==> config.mk <==
export PLATFORM = sky130hd
export DESIGN_NAME = code_lock_engine_flat
export DESIGN_NICKNAME = d
export VERILOG_FILES = /design/src/rtl/lock_pkg.sv /design/src/rtl/code_lock_engine_if.sv /design/src/rtl/lockout_timer.sv /design/src/rtl/code_lock_engine.sv /design/src/flat_wrapper.sv
export SDC_FILE = /design/constraint.sdc
export NUM_CORES = 1
export LEC_CHECK = 0
export ABC_CLOCK_PERIOD_IN_PS = 4800
export CAP_MARGIN = 20
export CORE_MARGIN = 1
export CORE_UTILIZATION = 40
export CTS_BUF_LIST = sky130_fd_sc_hd__clkbuf_2 sky130_fd_sc_hd__clkbuf_4 sky130_fd_sc_hd__clkbuf_8
export DETAILED_ROUTE_END_ITERATION = 10
export GPL_TIMING_DRIVEN = 1
export SLEW_MARGIN = 20
export SYNTH_ARGS = -nofsm -noshare
export SYNTH_HDL_FRONTEND = slang
export SYNTH_HIERARCHICAL = 1
export SYNTH_SLANG_ARGS = --single-unit
==> constraint.sdc <==
create_clock -name clk -period 4.8 [get_ports clk]
set_input_delay 0.96 -clock clk [delete_from_list [all_inputs] [get_ports clk]]
set_output_delay 0.96 -clock clk [all_outputs]
set_load 0.02 [all_outputs]
==> src/rtl/lock_pkg.sv <==
// Shared state encoding and parameter defaults for the code lock engine.
package lock_pkg;

    typedef enum logic [2:0] {
        ST_LOCKED  = 3'd0,
        ST_PROG    = 3'd1,
        ST_ENTRY   = 3'd2,
        ST_OPEN    = 3'd3,
        ST_LOCKOUT = 3'd4
    } lock_state_t;

    localparam int DEF_DIGIT_W        = 4;
    localparam int DEF_MAX_LEN        = 8;
    localparam int DEF_MAX_FAILS      = 3;
    localparam int DEF_LOCKOUT_CYCLES = 50_000_000;

endpackage

==> src/rtl/code_lock_engine_if.sv <==
// Request/status bundle between keypad front end (master) and lock engine (slave).
interface code_lock_engine_if import lock_pkg::*; #(
    parameter int DIGIT_W   = DEF_DIGIT_W,
    parameter int MAX_LEN   = DEF_MAX_LEN,
    parameter int MAX_FAILS = DEF_MAX_FAILS
);
    localparam int LEN_W  = $clog2(MAX_LEN + 1);
    localparam int FAIL_W = $clog2(MAX_FAILS + 1);

    logic [DIGIT_W-1:0]         digit_in;
    logic                       digit_valid;
    logic                       store_req;
    logic                       submit_req;
    logic                       clear_req;
    logic                       unlock;
    logic                       locked_out;
    logic                       bad_code;
    logic                       pw_set;
    logic [FAIL_W-1:0]          fail_count;
    logic [LEN_W-1:0]           entry_len;
    logic [MAX_LEN*DIGIT_W-1:0] disp_digits;

    modport master (
        output digit_in, digit_valid, store_req, submit_req, clear_req,
        input  unlock, locked_out, bad_code, pw_set, fail_count, entry_len, disp_digits
    );

    modport slave (
        input  digit_in, digit_valid, store_req, submit_req, clear_req,
        output unlock, locked_out, bad_code, pw_set, fail_count, entry_len, disp_digits
    );

endinterface

==> src/rtl/lockout_timer.sv <==
// Lockout down-counter: loaded by start, done is high in the last counting cycle.
module lockout_timer import lock_pkg::*; #(
    parameter int LOCKOUT_CYCLES = DEF_LOCKOUT_CYCLES
) (
    input  logic clk,
    input  logic rst,
    input  logic start,
    input  logic count,
    output logic done
);
    localparam int CNT_W = $clog2(LOCKOUT_CYCLES + 1);

    logic [CNT_W-1:0] cnt;

    always_ff @(posedge clk or posedge rst) begin
        if (rst) begin
            cnt <= '0;
        end else if (start) begin
            cnt <= CNT_W'(LOCKOUT_CYCLES);
        end else if (count && cnt != '0) begin
            cnt <= cnt - 1'b1;
        end
    end

    // Cycle k of the lockout sees cnt = LOCKOUT_CYCLES-k+1, so the exit edge ends cycle LOCKOUT_CYCLES.
    assign done = count && (cnt == CNT_W'(1));

endmodule

==> src/rtl/code_lock_engine.sv <==
// Digit-code lock: password programming, code entry/compare, fail counting and timed lockout.
module code_lock_engine import lock_pkg::*; #(
    parameter int DIGIT_W        = DEF_DIGIT_W,
    parameter int MAX_LEN        = DEF_MAX_LEN,
    parameter int MAX_FAILS      = DEF_MAX_FAILS,
    parameter int LOCKOUT_CYCLES = DEF_LOCKOUT_CYCLES
) (
    input  logic               clk,
    input  logic               system_reset,
    code_lock_engine_if.slave  bus
);
    localparam int LEN_W  = $clog2(MAX_LEN + 1);
    localparam int FAIL_W = $clog2(MAX_FAILS + 1);

    lock_state_t        state, state_nxt;
    logic [DIGIT_W-1:0] ent_dig [MAX_LEN];
    logic [DIGIT_W-1:0] pw_dig  [MAX_LEN];
    logic [LEN_W-1:0]   ent_len, pw_len, cap_idx;
    logic [FAIL_W-1:0]  fail_count;
    logic               ovf, pw_set, bad_code;
    logic               clr_entry, cap_digit, commit_pw, set_bad;
    logic               fail_inc, fail_clr, timer_start, timer_done, code_match;
    logic [MAX_LEN*DIGIT_W-1:0] disp;

    lockout_timer #(.LOCKOUT_CYCLES(LOCKOUT_CYCLES)) u_lockout_timer (
        .clk   (clk),
        .rst   (system_reset),
        .start (timer_start),
        .count (state == ST_LOCKOUT),
        .done  (timer_done)
    );

    always_comb begin
        code_match = pw_set && !ovf && (ent_len == pw_len);
        for (int i = 0; i < MAX_LEN; i++) begin
            if (LEN_W'(i) < pw_len && ent_dig[i] != pw_dig[i]) code_match = 1'b0;
        end
    end

    always_ff @(posedge clk or posedge system_reset) begin
        if (system_reset) state <= ST_LOCKED;
        else              state <= state_nxt;
    end

    // Requests are examined in priority order clear > submit > store > digit; the first one wins.
    always_comb begin
        state_nxt   = state;
        clr_entry   = 1'b0;
        cap_digit   = 1'b0;
        commit_pw   = 1'b0;
        set_bad     = 1'b0;
        fail_inc    = 1'b0;
        fail_clr    = 1'b0;
        timer_start = 1'b0;
        case (state)
            ST_LOCKED: begin
                if (!bus.clear_req && !bus.submit_req) begin
                    if (bus.store_req) begin
                        if (!pw_set) begin
                            state_nxt = ST_PROG;
                            clr_entry = 1'b1;
                        end
                    end else if (bus.digit_valid) begin
                        state_nxt = ST_ENTRY;
                        clr_entry = 1'b1;
                        cap_digit = 1'b1;
                    end
                end
            end
            ST_PROG, ST_ENTRY: begin
                if (bus.clear_req) begin
                    state_nxt = ST_LOCKED;
                    clr_entry = 1'b1;
                end else if (bus.submit_req) begin
                    if (state == ST_PROG) begin
                        commit_pw = (ent_len != '0);
                        state_nxt = ST_LOCKED;
                        clr_entry = 1'b1;
                    end else if (code_match) begin
                        state_nxt = ST_OPEN;
                        fail_clr  = 1'b1;
                    end else begin
                        set_bad  = 1'b1;
                        fail_inc = 1'b1;
                        if (fail_count == FAIL_W'(MAX_FAILS - 1)) begin
                            state_nxt   = ST_LOCKOUT;
                            timer_start = 1'b1;
                        end else begin
                            state_nxt = ST_LOCKED;
                            clr_entry = 1'b1;
                        end
                    end
                end else if (!bus.store_req && bus.digit_valid) begin
                    cap_digit = 1'b1;
                end
            end
            ST_OPEN: begin
                if (!bus.clear_req) begin
                    if (bus.submit_req) begin
                        state_nxt = ST_LOCKED;
                        clr_entry = 1'b1;
                    end else if (bus.store_req) begin
                        state_nxt = ST_PROG;
                        clr_entry = 1'b1;
                    end
                end
            end
            ST_LOCKOUT: begin
                if (timer_done) begin
                    state_nxt = ST_LOCKED;
                    clr_entry = 1'b1;
                    fail_clr  = 1'b1;
                end
            end
            default: begin
                state_nxt = ST_LOCKED;
                clr_entry = 1'b1;
            end
        endcase
    end

    // A digit captured in the same cycle as the clear lands at index 0.
    assign cap_idx = clr_entry ? '0 : ent_len;

    always_ff @(posedge clk or posedge system_reset) begin
        if (system_reset) begin
            ent_len    <= '0;
            pw_len     <= '0;
            ovf        <= 1'b0;
            pw_set     <= 1'b0;
            bad_code   <= 1'b0;
            fail_count <= '0;
            for (int i = 0; i < MAX_LEN; i++) begin
                ent_dig[i] <= '0;
                pw_dig[i]  <= '0;
            end
        end else begin
            bad_code <= set_bad;
            if (fail_clr)      fail_count <= '0;
            else if (fail_inc) fail_count <= fail_count + 1'b1;
            if (commit_pw) begin
                pw_set <= 1'b1;
                pw_len <= ent_len;
                for (int i = 0; i < MAX_LEN; i++) pw_dig[i] <= ent_dig[i];
            end
            if (clr_entry) begin
                ent_len <= '0;
                ovf     <= 1'b0;
                for (int i = 0; i < MAX_LEN; i++) ent_dig[i] <= '0;
            end
            if (cap_digit) begin
                if (cap_idx == LEN_W'(MAX_LEN)) begin
                    ovf <= 1'b1;
                end else begin
                    ent_len <= cap_idx + 1'b1;
                    for (int i = 0; i < MAX_LEN; i++) begin
                        if (cap_idx == LEN_W'(i)) ent_dig[i] <= bus.digit_in;
                    end
                end
            end
        end
    end

    always_comb begin
        disp = '0;
        for (int i = 0; i < MAX_LEN; i++) disp[i*DIGIT_W +: DIGIT_W] = ent_dig[i];
    end

    assign bus.unlock      = (state == ST_OPEN);
    assign bus.locked_out  = (state == ST_LOCKOUT);
    assign bus.bad_code    = bad_code;
    assign bus.pw_set      = pw_set;
    assign bus.fail_count  = fail_count;
    assign bus.entry_len   = ent_len;
    assign bus.disp_digits = disp;

endmodule

==> src/flat_wrapper.sv <==
// flat-port wrapper written by rule: the top's interface ports become plain ports
module code_lock_engine_flat import lock_pkg::*;
#(
    parameter int DIGIT_W        = DEF_DIGIT_W,
    parameter int MAX_LEN        = DEF_MAX_LEN,
    parameter int MAX_FAILS      = DEF_MAX_FAILS,
    parameter int LOCKOUT_CYCLES = DEF_LOCKOUT_CYCLES
)
  (clk, system_reset, bus_digit_in, bus_digit_valid, bus_store_req, bus_submit_req, bus_clear_req, bus_unlock, bus_locked_out, bus_bad_code, bus_pw_set, bus_fail_count, bus_entry_len, bus_disp_digits);
  code_lock_engine_if #(.DIGIT_W(DIGIT_W), .MAX_LEN(MAX_LEN), .MAX_FAILS(MAX_FAILS)) bus_i ();
  input  logic clk;
  input  logic system_reset;
  input wire logic [$bits(bus_i.digit_in)-1:0] bus_digit_in;
  input wire logic [$bits(bus_i.digit_valid)-1:0] bus_digit_valid;
  input wire logic [$bits(bus_i.store_req)-1:0] bus_store_req;
  input wire logic [$bits(bus_i.submit_req)-1:0] bus_submit_req;
  input wire logic [$bits(bus_i.clear_req)-1:0] bus_clear_req;
  output wire logic [$bits(bus_i.unlock)-1:0] bus_unlock;
  output wire logic [$bits(bus_i.locked_out)-1:0] bus_locked_out;
  output wire logic [$bits(bus_i.bad_code)-1:0] bus_bad_code;
  output wire logic [$bits(bus_i.pw_set)-1:0] bus_pw_set;
  output wire logic [$bits(bus_i.fail_count)-1:0] bus_fail_count;
  output wire logic [$bits(bus_i.entry_len)-1:0] bus_entry_len;
  output wire logic [$bits(bus_i.disp_digits)-1:0] bus_disp_digits;
  assign bus_i.digit_in = bus_digit_in;
  assign bus_i.digit_valid = bus_digit_valid;
  assign bus_i.store_req = bus_store_req;
  assign bus_i.submit_req = bus_submit_req;
  assign bus_i.clear_req = bus_clear_req;
  assign bus_unlock = bus_i.unlock;
  assign bus_locked_out = bus_i.locked_out;
  assign bus_bad_code = bus_i.bad_code;
  assign bus_pw_set = bus_i.pw_set;
  assign bus_fail_count = bus_i.fail_count;
  assign bus_entry_len = bus_i.entry_len;
  assign bus_disp_digits = bus_i.disp_digits;
  code_lock_engine #(.DIGIT_W(DIGIT_W), .MAX_LEN(MAX_LEN), .MAX_FAILS(MAX_FAILS), .LOCKOUT_CYCLES(LOCKOUT_CYCLES)) u_core (.clk(clk), .system_reset(system_reset), .bus(bus_i));
endmodule
== Yosys cells after proc, flatten, opt, wreduce, memory -nomap -nowiden ==
Cells that the tools add are included.

* Flip-flop bits (word level): 106
* Input bits: 10
* Output and inout port bits: 42
* Word-level logic and storage cells: 174

* Add/sub/neg operators: 3
* Magnitude comparators: 8
* Equal/unequal tests: 30
* Mux-type cells: 83
* Reduce and logical (&&, ||, !) cells: 26

{| class="wikitable"
|+ Operators with widths
! cell !! count
|-
| $mux 32 || 3
|-
| $mux 26 || 2
|-
| $mux 1 || 48
|-
| $mux 4 || 11
|-
| $mux 3 || 13
|-
| $ne 4x4->1 || 8
|-
| $eq 26x1->1 const B || 1
|-
| $reduce_bool 26->1 || 1
|-
| $sub 26x1->26 const B || 1
|-
| $eq 4x3->1 const B || 4
|-
| $lt 3x4->1 const A || 4
|-
| $logic_and 1x1->1 || 14
|-
| $ne 3x3->1 const B || 4
|-
| $pmux 3 s4 || 1
|-
| $eq 4x2->1 const B || 2
|-
| $lt 1x4->1 const A || 2
|-
| $lt 2x4->1 const A || 2
|-
| $reduce_and 7->1 || 1
|-
| $eq 3x2->1 const B || 2
|-
| $add 4x1->4 const B || 1
|-
| $eq 4x1->1 const B || 1
|-
| $eq 4x4->1 || 1
|-
| $eq 4x4->1 const B || 1
|-
| $logic_not 1->1 || 4
|-
| other kinds (14) || 18
|}

== Depth between registers and ports, before layout ==
* Depth after elaboration: 21
* Mapped depth: 12
* Depth with buffers taken out: 10

== Cells and area by module ==
Netlist, hierarchy kept.

{| class="wikitable"
|+ Modules (own cells, without submodules)
! module !! times used !! cells each !! area an instance (µm²)
|-
| code_lock_engine || 1 || 378 || 4052.6
|-
| lockout_timer || 1 || 157 || 1507.7
|}

== Worst setup path after synthesis ==
No wires, ideal clock.

* Kind: flip-flop to flip-flop
* Start point: register u_core.u_lockout_timer.cnt[12]
* End point: register u_core.ent_dig (netlist bit u_core/bus.disp_digits[28])
* Setup time: 0.130 ns
* Arrival time: 2.853 ns
* Required time: 4.670 ns
* Setup slack: 1.817 ns
* Stages on the path, launching flop included: 11
* Path through: dfrtp_1 or4_4 or4b_1 nor3_1 or3_1 o21ai_1 o21ai_1 o31a_1 buf_6 buf_6 o22ai_1

* Cells in the longest elaborated chain, start to end: 9

{| class="wikitable"
|+ RTL lines
! item !! line !! source
|-
| from (decl) || lockout_timer.sv:13 || <nowiki>logic [CNT_W-1:0] cnt;</nowiki>
|-
| from (signal assigned) || lockout_timer.sv:19 || <nowiki>cnt <= CNT_W'(LOCKOUT_CYCLES);</nowiki>
|-
| from (signal assigned) || lockout_timer.sv:21 || <nowiki>cnt <= cnt - 1'b1;</nowiki>
|-
| $eq 26x1->1 (*) || lockout_timer.sv:26 || <nowiki>assign done = count && (cnt == CNT_W'(1));</nowiki>
|-
| $logic_and 1x1->1 (*) || lockout_timer.sv:26 ||
|-
| named net u_core.timer_done || code_lock_engine.sv:22 || <nowiki>logic fail_inc, fail_clr, timer_start, timer_done, code_match;</nowiki>
|-
| $mux 1 (*) || code_lock_engine.sv:109 || <nowiki>if (timer_done) begin</nowiki>
|-
| $pmux 1 s4 (*) || code_lock_engine.sv:55 || <nowiki>case (state)</nowiki>
|-
| $mux 4 || code_lock_engine.sv:123 || <nowiki>assign cap_idx = clr_entry ? '0 : ent_len;</nowiki>
|-
| $eq 4x3->1 || code_lock_engine.sv:157 || <nowiki>if (cap_idx == LEN_W'(i)) ent_dig[i] <= bus.digit_in;</nowiki>
|-
| $mux 4 || code_lock_engine.sv:157 ||
|-
| $mux 32 || code_lock_engine.sv:152 || <nowiki>if (cap_idx == LEN_W'(MAX_LEN)) begin</nowiki>
|-
| $mux 32 (*) || code_lock_engine.sv:151 || <nowiki>if (cap_digit) begin</nowiki>
|-
| to (signal, indexed assignment) || code_lock_engine.sv:157 ||
|-
| to (decl) || code_lock_engine.sv:16 || <nowiki>logic [DIGIT_W-1:0] ent_dig [MAX_LEN];</nowiki>
|}

Mark *: on every way through the listed nets, which the timed path passes. The rest lies on a longest branch.
A chain may end at the register's enable or synchronous reset.

== Worst setup path in the final report ==
* Start point: register u_core.u_lockout_timer.cnt[12]
* End point: register u_core.ent_dig (netlist bit u_core/bus.disp_digits[26])

The elaborated chain is that of the path after synthesis.

==> results <==
- The run finished with clean final reports.
- The most used flip-flop cell after synthesis is sky130_fd_sc_hd__dfrtp_1.
- The maximum buffer depth of the clock tree is 2.
- The clock skew is 8.223 ps.
- After clock tree synthesis, the flow added hold-fix buffers numbering 0.
- The residual antenna-violating net count after detailed routing is 0.
- Yosys attributes the largest share of cell area to sky130_fd_sc_hd__dfrtp_1 (48%), sky130_fd_sc_hd__mux2_2 (7.3%), sky130_fd_sc_hd__xnor2_1 (4.1%).
- The worst-case IR drop observed on VDD is 0.1591 mV.
- The sequential element share of the synthesized area is 47.70%.
- The worst slack after detailed placement is 988.5 ps.
- STA classifies the critical path endpoint as a flip-flop.
- The first TritonRoute pass finished after 4 iterations.
- The count of maximum capacitance violations is 0.
- The most frequent cell on the critical path is sky130_fd_sc_hd__o21ai_1.
- The arrival time at the worst endpoint is 4120 ps.
- The final weighted congestion in routability-driven placement is 0.8465.
- 0 antenna diodes ended up in the layout.
- Gates resized during post-CTS repair numbered 0.
- The width of the chip is 119.9 um.
- The smallest clock period supported by the final layout is computed as ~3900 ps.
- The startpoint of the worst hold path is u_core/pw_dig[22].
- During placement, the flow inserted port buffers numbering 51.
- The slack of the critical path is 937.4 ps.
- The startpoint kind of the worst setup timing path is a flip-flop.
- The endpoint identified for the worst register-to-register timing path is u_core/bus.disp_digits[26].
- Detailed routing inserted a total of between 4000 and 5000 vias.
- After detailed routing, the total wire length is 11940 um.
- The final-report hold violation count is 0.
- In this run the standard cell core region covers around 0.013 mm^2.
- The floorplan step defined a die boundary enclosing between 0.01 and 0.015 mm^2.
- At the pin with the least slew margin, the transition time is 864.9 ps.
- The classification of the worst setup path is reg -> reg.
- On the worst path, the slowest cell contributes a delay of 620 ps.
- When the netlist entered floorplanning its net count stood at 548.
- Counting buffers and inverters, the worst setup path is 10 cells deep.
- The number of setup violations in the final report is 0.
- The via count of the first global-routing pass is 4001.
- In this run the clock root is driven by a sky130_fd_sc_hd__clkbuf_8.
- The finished layout holds around 760 standard cells, fillers aside.
- The source-to-sink clock delay at the later pin of the worst-skew pair is 380 ps.
- The worst hold path class is reg -> reg.
- The number of warnings issued by yosys is 6.
- The finished cells cover roughly 0.0064 mm^2.
- The maximum number of pins on one net before global-route repair is 50.
- The average via count per standard cell is 5.447.
- CTS saw around 110 sinks.
- In this run, distinct cell masters in the synthesized netlist total 58.
- Traced cell by cell, the critical path runs through or4_4, or4b_1, nor3_1, or3_1, o21ai_1, o21ai_1, o31a_1, buf_4, nand2b_1, mux2i_1.
- Clock-pin slew was measured on the worst setup and hold paths at approximately 100 ps.
- Once placement finished, the instance area stood at 0.006186 mm^2.
- In this run the critical register-to-register path is launched from u_core/u_lockout_timer/cnt[12].
- For hold timing, the worst endpoint is u_core/pw_dig[22].
- The half-perimeter wire length of the detailed placement result is 8509 um.
- After synthesis, the share of flip-flops with an asynchronous set or reset is 100.0%.
- The number of flops mapped to enable cells by yosys is 0.
- The setup TNS is 0 ps.
- The cell class contributing the biggest share of worst-path delay is simple AND/OR/NAND/NOR gates.
- The cell taking the most area after synthesis is sky130_fd_sc_hd__dfrtp_1.
- The worst path uses 80.47% of the clock period.
- The first routing iteration left 257 violations.
- The synthesized cell area is ~0.0056 mm^2.
- Along the worst path, the maximum fanout reaches 18.
- After floorplanning, the core was divided into 42 placement rows.
- The height of the chip is 119.9 um.
- For the worst flop-to-flop path, the logic depth is 10.
- In the synthesized netlist, the number of instances is ~540.
- The power per standard cell area is 322.0 mW/mm^2.
- The mean instance size in the synthesized netlist is 10.39 um^2.
- The number of top-level pins is 52.
- On the critical path, the stage with the largest delay is an instance of sky130_fd_sc_hd__or4b_1.
- Once placement completed, the tool counted placed cells totaling 741.
- The wire length of the first global-routing pass is 20270 um.
- The analysis attributes to cell leakage a power of 0.002758 uW.
- Derived from the worst setup path, the maximum achievable clock frequency is 0.2589 GHz.
- CTS built an H-tree with a depth of 3.
- The final total power is 2059 uW.
- After synthesis the netlist holds a flip-flop and latch count of 106.
- Buffers added to address setup during post-CTS repair amount to 0.
- Setup repair after global routing left no endpoint under its margin.
- Together, buffers and inverters on the worst path number 1.
- TritonCTS built the clock tree.
- The remaining global-route overflow is 0.
- For flop-to-flop paths, the worst setup slack is around 940 ps.
- The number of nets in the layout is between 500 and 600.
- Along the worst hold path, the cell count comes to 2.
- The final number of max-transition violations is 0.
- Compared with the post-synthesis result, the final layout area differs by 14.99%.
- After detailed routing, the number of remaining DRC violations is 0.
- Cells with a size suffix above 1 make up 14.43% of the layout.
- STA puts the critical path data required time at 5050 ps.
- The number of antenna violations at the first check in global routing is 0.
- In this run, CTS created clock tree buffers numbering 9.
- The relative max-transition margin is between 40% and 50%.
- The portion of synthesized cell area occupied by the leading cell type is 47.70%.
- The overall routing resource usage is between 10% and 20%.
- Once the floorplan was initialized, standard cells occupied 41.49% of the core.
- The routed length per instance is between 15 and 20 um.
layer usage:
layer / up-vias / GRT usage [%] / part of all wire, %
met3: 20 / 2.804 / 2.8
met5: - / 0 / 0
li1: 1992 / - / -
met4: 0 / 8.281 / 2.4
met1: 2045 / 23.22 / 46
met2: 72 / 29.42 / 49
synthesized netlist by cell type, drive strengths merged (6+ instances only):
| master | count |
|---|---|
| or4 | 9 |
| a211oi | 6 |
| o22ai | 11 |
| inv | 23 |
| a21oi | 25 |
| nand3 | 14 |
| clkbuf | 12 |
| nor4 | 15 |
| buf | 13 |
| nor2 | 48 |
| o21ai | 17 |
| mux2i | 7 |
| mux2 | 36 |
| nand2b | 14 |
| xor2 | 24 |
| nand2 | 42 |
| dfrtp | 106 |
| xnor2 | 26 |
| nor3 | 11 |
| o31ai | 10 |
| or3 | 6 |
logic make-up (layout without fill, tap and decap cells):
logic type      count (synthesis)  in the layout  synth area share (%)
flops                         106            106                 47.70
xor+xnor                       50             50                 7.876
fa+ha+maj                       3              3                0.6751
mux                            43             43                 8.551
buf+inv                        48             95                 4.095
simple gates                  186            186                 18.52
compound gates                 99             99                 12.58
worst max path at each step:
stage                                    from                         end  slack, ps
2_1_floorplan                    system_reset         u_core/bus.bad_code       1790
3_3_place_gp   u_core/u_lockout_timer/cnt[12]  u_core/bus.disp_digits[25]       1110
3_5_place_dp   u_core/u_lockout_timer/cnt[12]  u_core/bus.disp_digits[27]        990
4_1_cts        u_core/u_lockout_timer/cnt[12]  u_core/bus.disp_digits[24]        950
5_1_grt        u_core/u_lockout_timer/cnt[12]  u_core/bus.disp_digits[24]        710
6_report       u_core/u_lockout_timer/cnt[12]  u_core/bus.disp_digits[26]        940
worst min-delay path: stages, from the launching register on:
cell and delay [ps]:
sky130_fd_sc_hd__dfrtp_1 370, sky130_fd_sc_hd__nand2_1 50, sky130_fd_sc_hd__o21ai_0 60
cell type report:
type	instances	area, um^2
clock buffer	12	152.6
clock inverter	4	27.53
fill	1256	7007
inverter	23	87.58
multi-input combinational	381	2685
sequential	106	2653
tap	176	220.2
timing repair buffer	56	568.0
state kept, by name, summed over array words and instances (netlist names), 2 cells and up:
signal / count
u_core/pw_len: 4
u_core/pw_dig: 32
u_core/bus.fail_count: 2
u_core/bus.disp_digits: 32
u_core/u_lockout_timer/cnt: 26
u_core/state: 3
u_core/bus.entry_len: 4
power breakdown:
group / internal (uW) / switching [uW] / leakage, uW
registers: 967 / 118 / 0.00138
logic: 201 / 257 / 0.00128
clock network: 215 / 301 / 0.0000972
total: 1380 / 676 / 0.00276
through the flow:
stage                     hold slack (ps)  util (%)
after floorplan                     457.2         -
after global placement              480.3     46.16
after detailed placement            490.8     46.16
after CTS                           514.2     47.51
after global routing                538.8     47.71
final                               509.6     47.71
placed cells by master (no fill, tap or decap), types with 4 or more instances in the layout:
cell,n
sky130_fd_sc_hd__or2_2,4
sky130_fd_sc_hd__o31ai_1,10
sky130_fd_sc_hd__clkbuf_8,10
sky130_fd_sc_hd__o21ai_0,15
sky130_fd_sc_hd__nand3_1,13
sky130_fd_sc_hd__dfrtp_1,106
sky130_fd_sc_hd__nand4_1,4
sky130_fd_sc_hd__inv_1,21
sky130_fd_sc_hd__nor2_1,47
sky130_fd_sc_hd__nor4_1,14
sky130_fd_sc_hd__clkdlybuf4s50_1,51
sky130_fd_sc_hd__xnor2_1,26
sky130_fd_sc_hd__o22ai_1,10
sky130_fd_sc_hd__mux2i_1,7
sky130_fd_sc_hd__mux2_2,36
sky130_fd_sc_hd__xor2_1,24
sky130_fd_sc_hd__or4_1,7
sky130_fd_sc_hd__nand2b_1,14
sky130_fd_sc_hd__a21oi_1,25
sky130_fd_sc_hd__or3_1,6
sky130_fd_sc_hd__nand2_1,41
sky130_fd_sc_hd__buf_4,4
sky130_fd_sc_hd__a211oi_2,4
sky130_fd_sc_hd__and3_1,5
sky130_fd_sc_hd__nor3_1,11
Power figures use the tool's default switching activity.
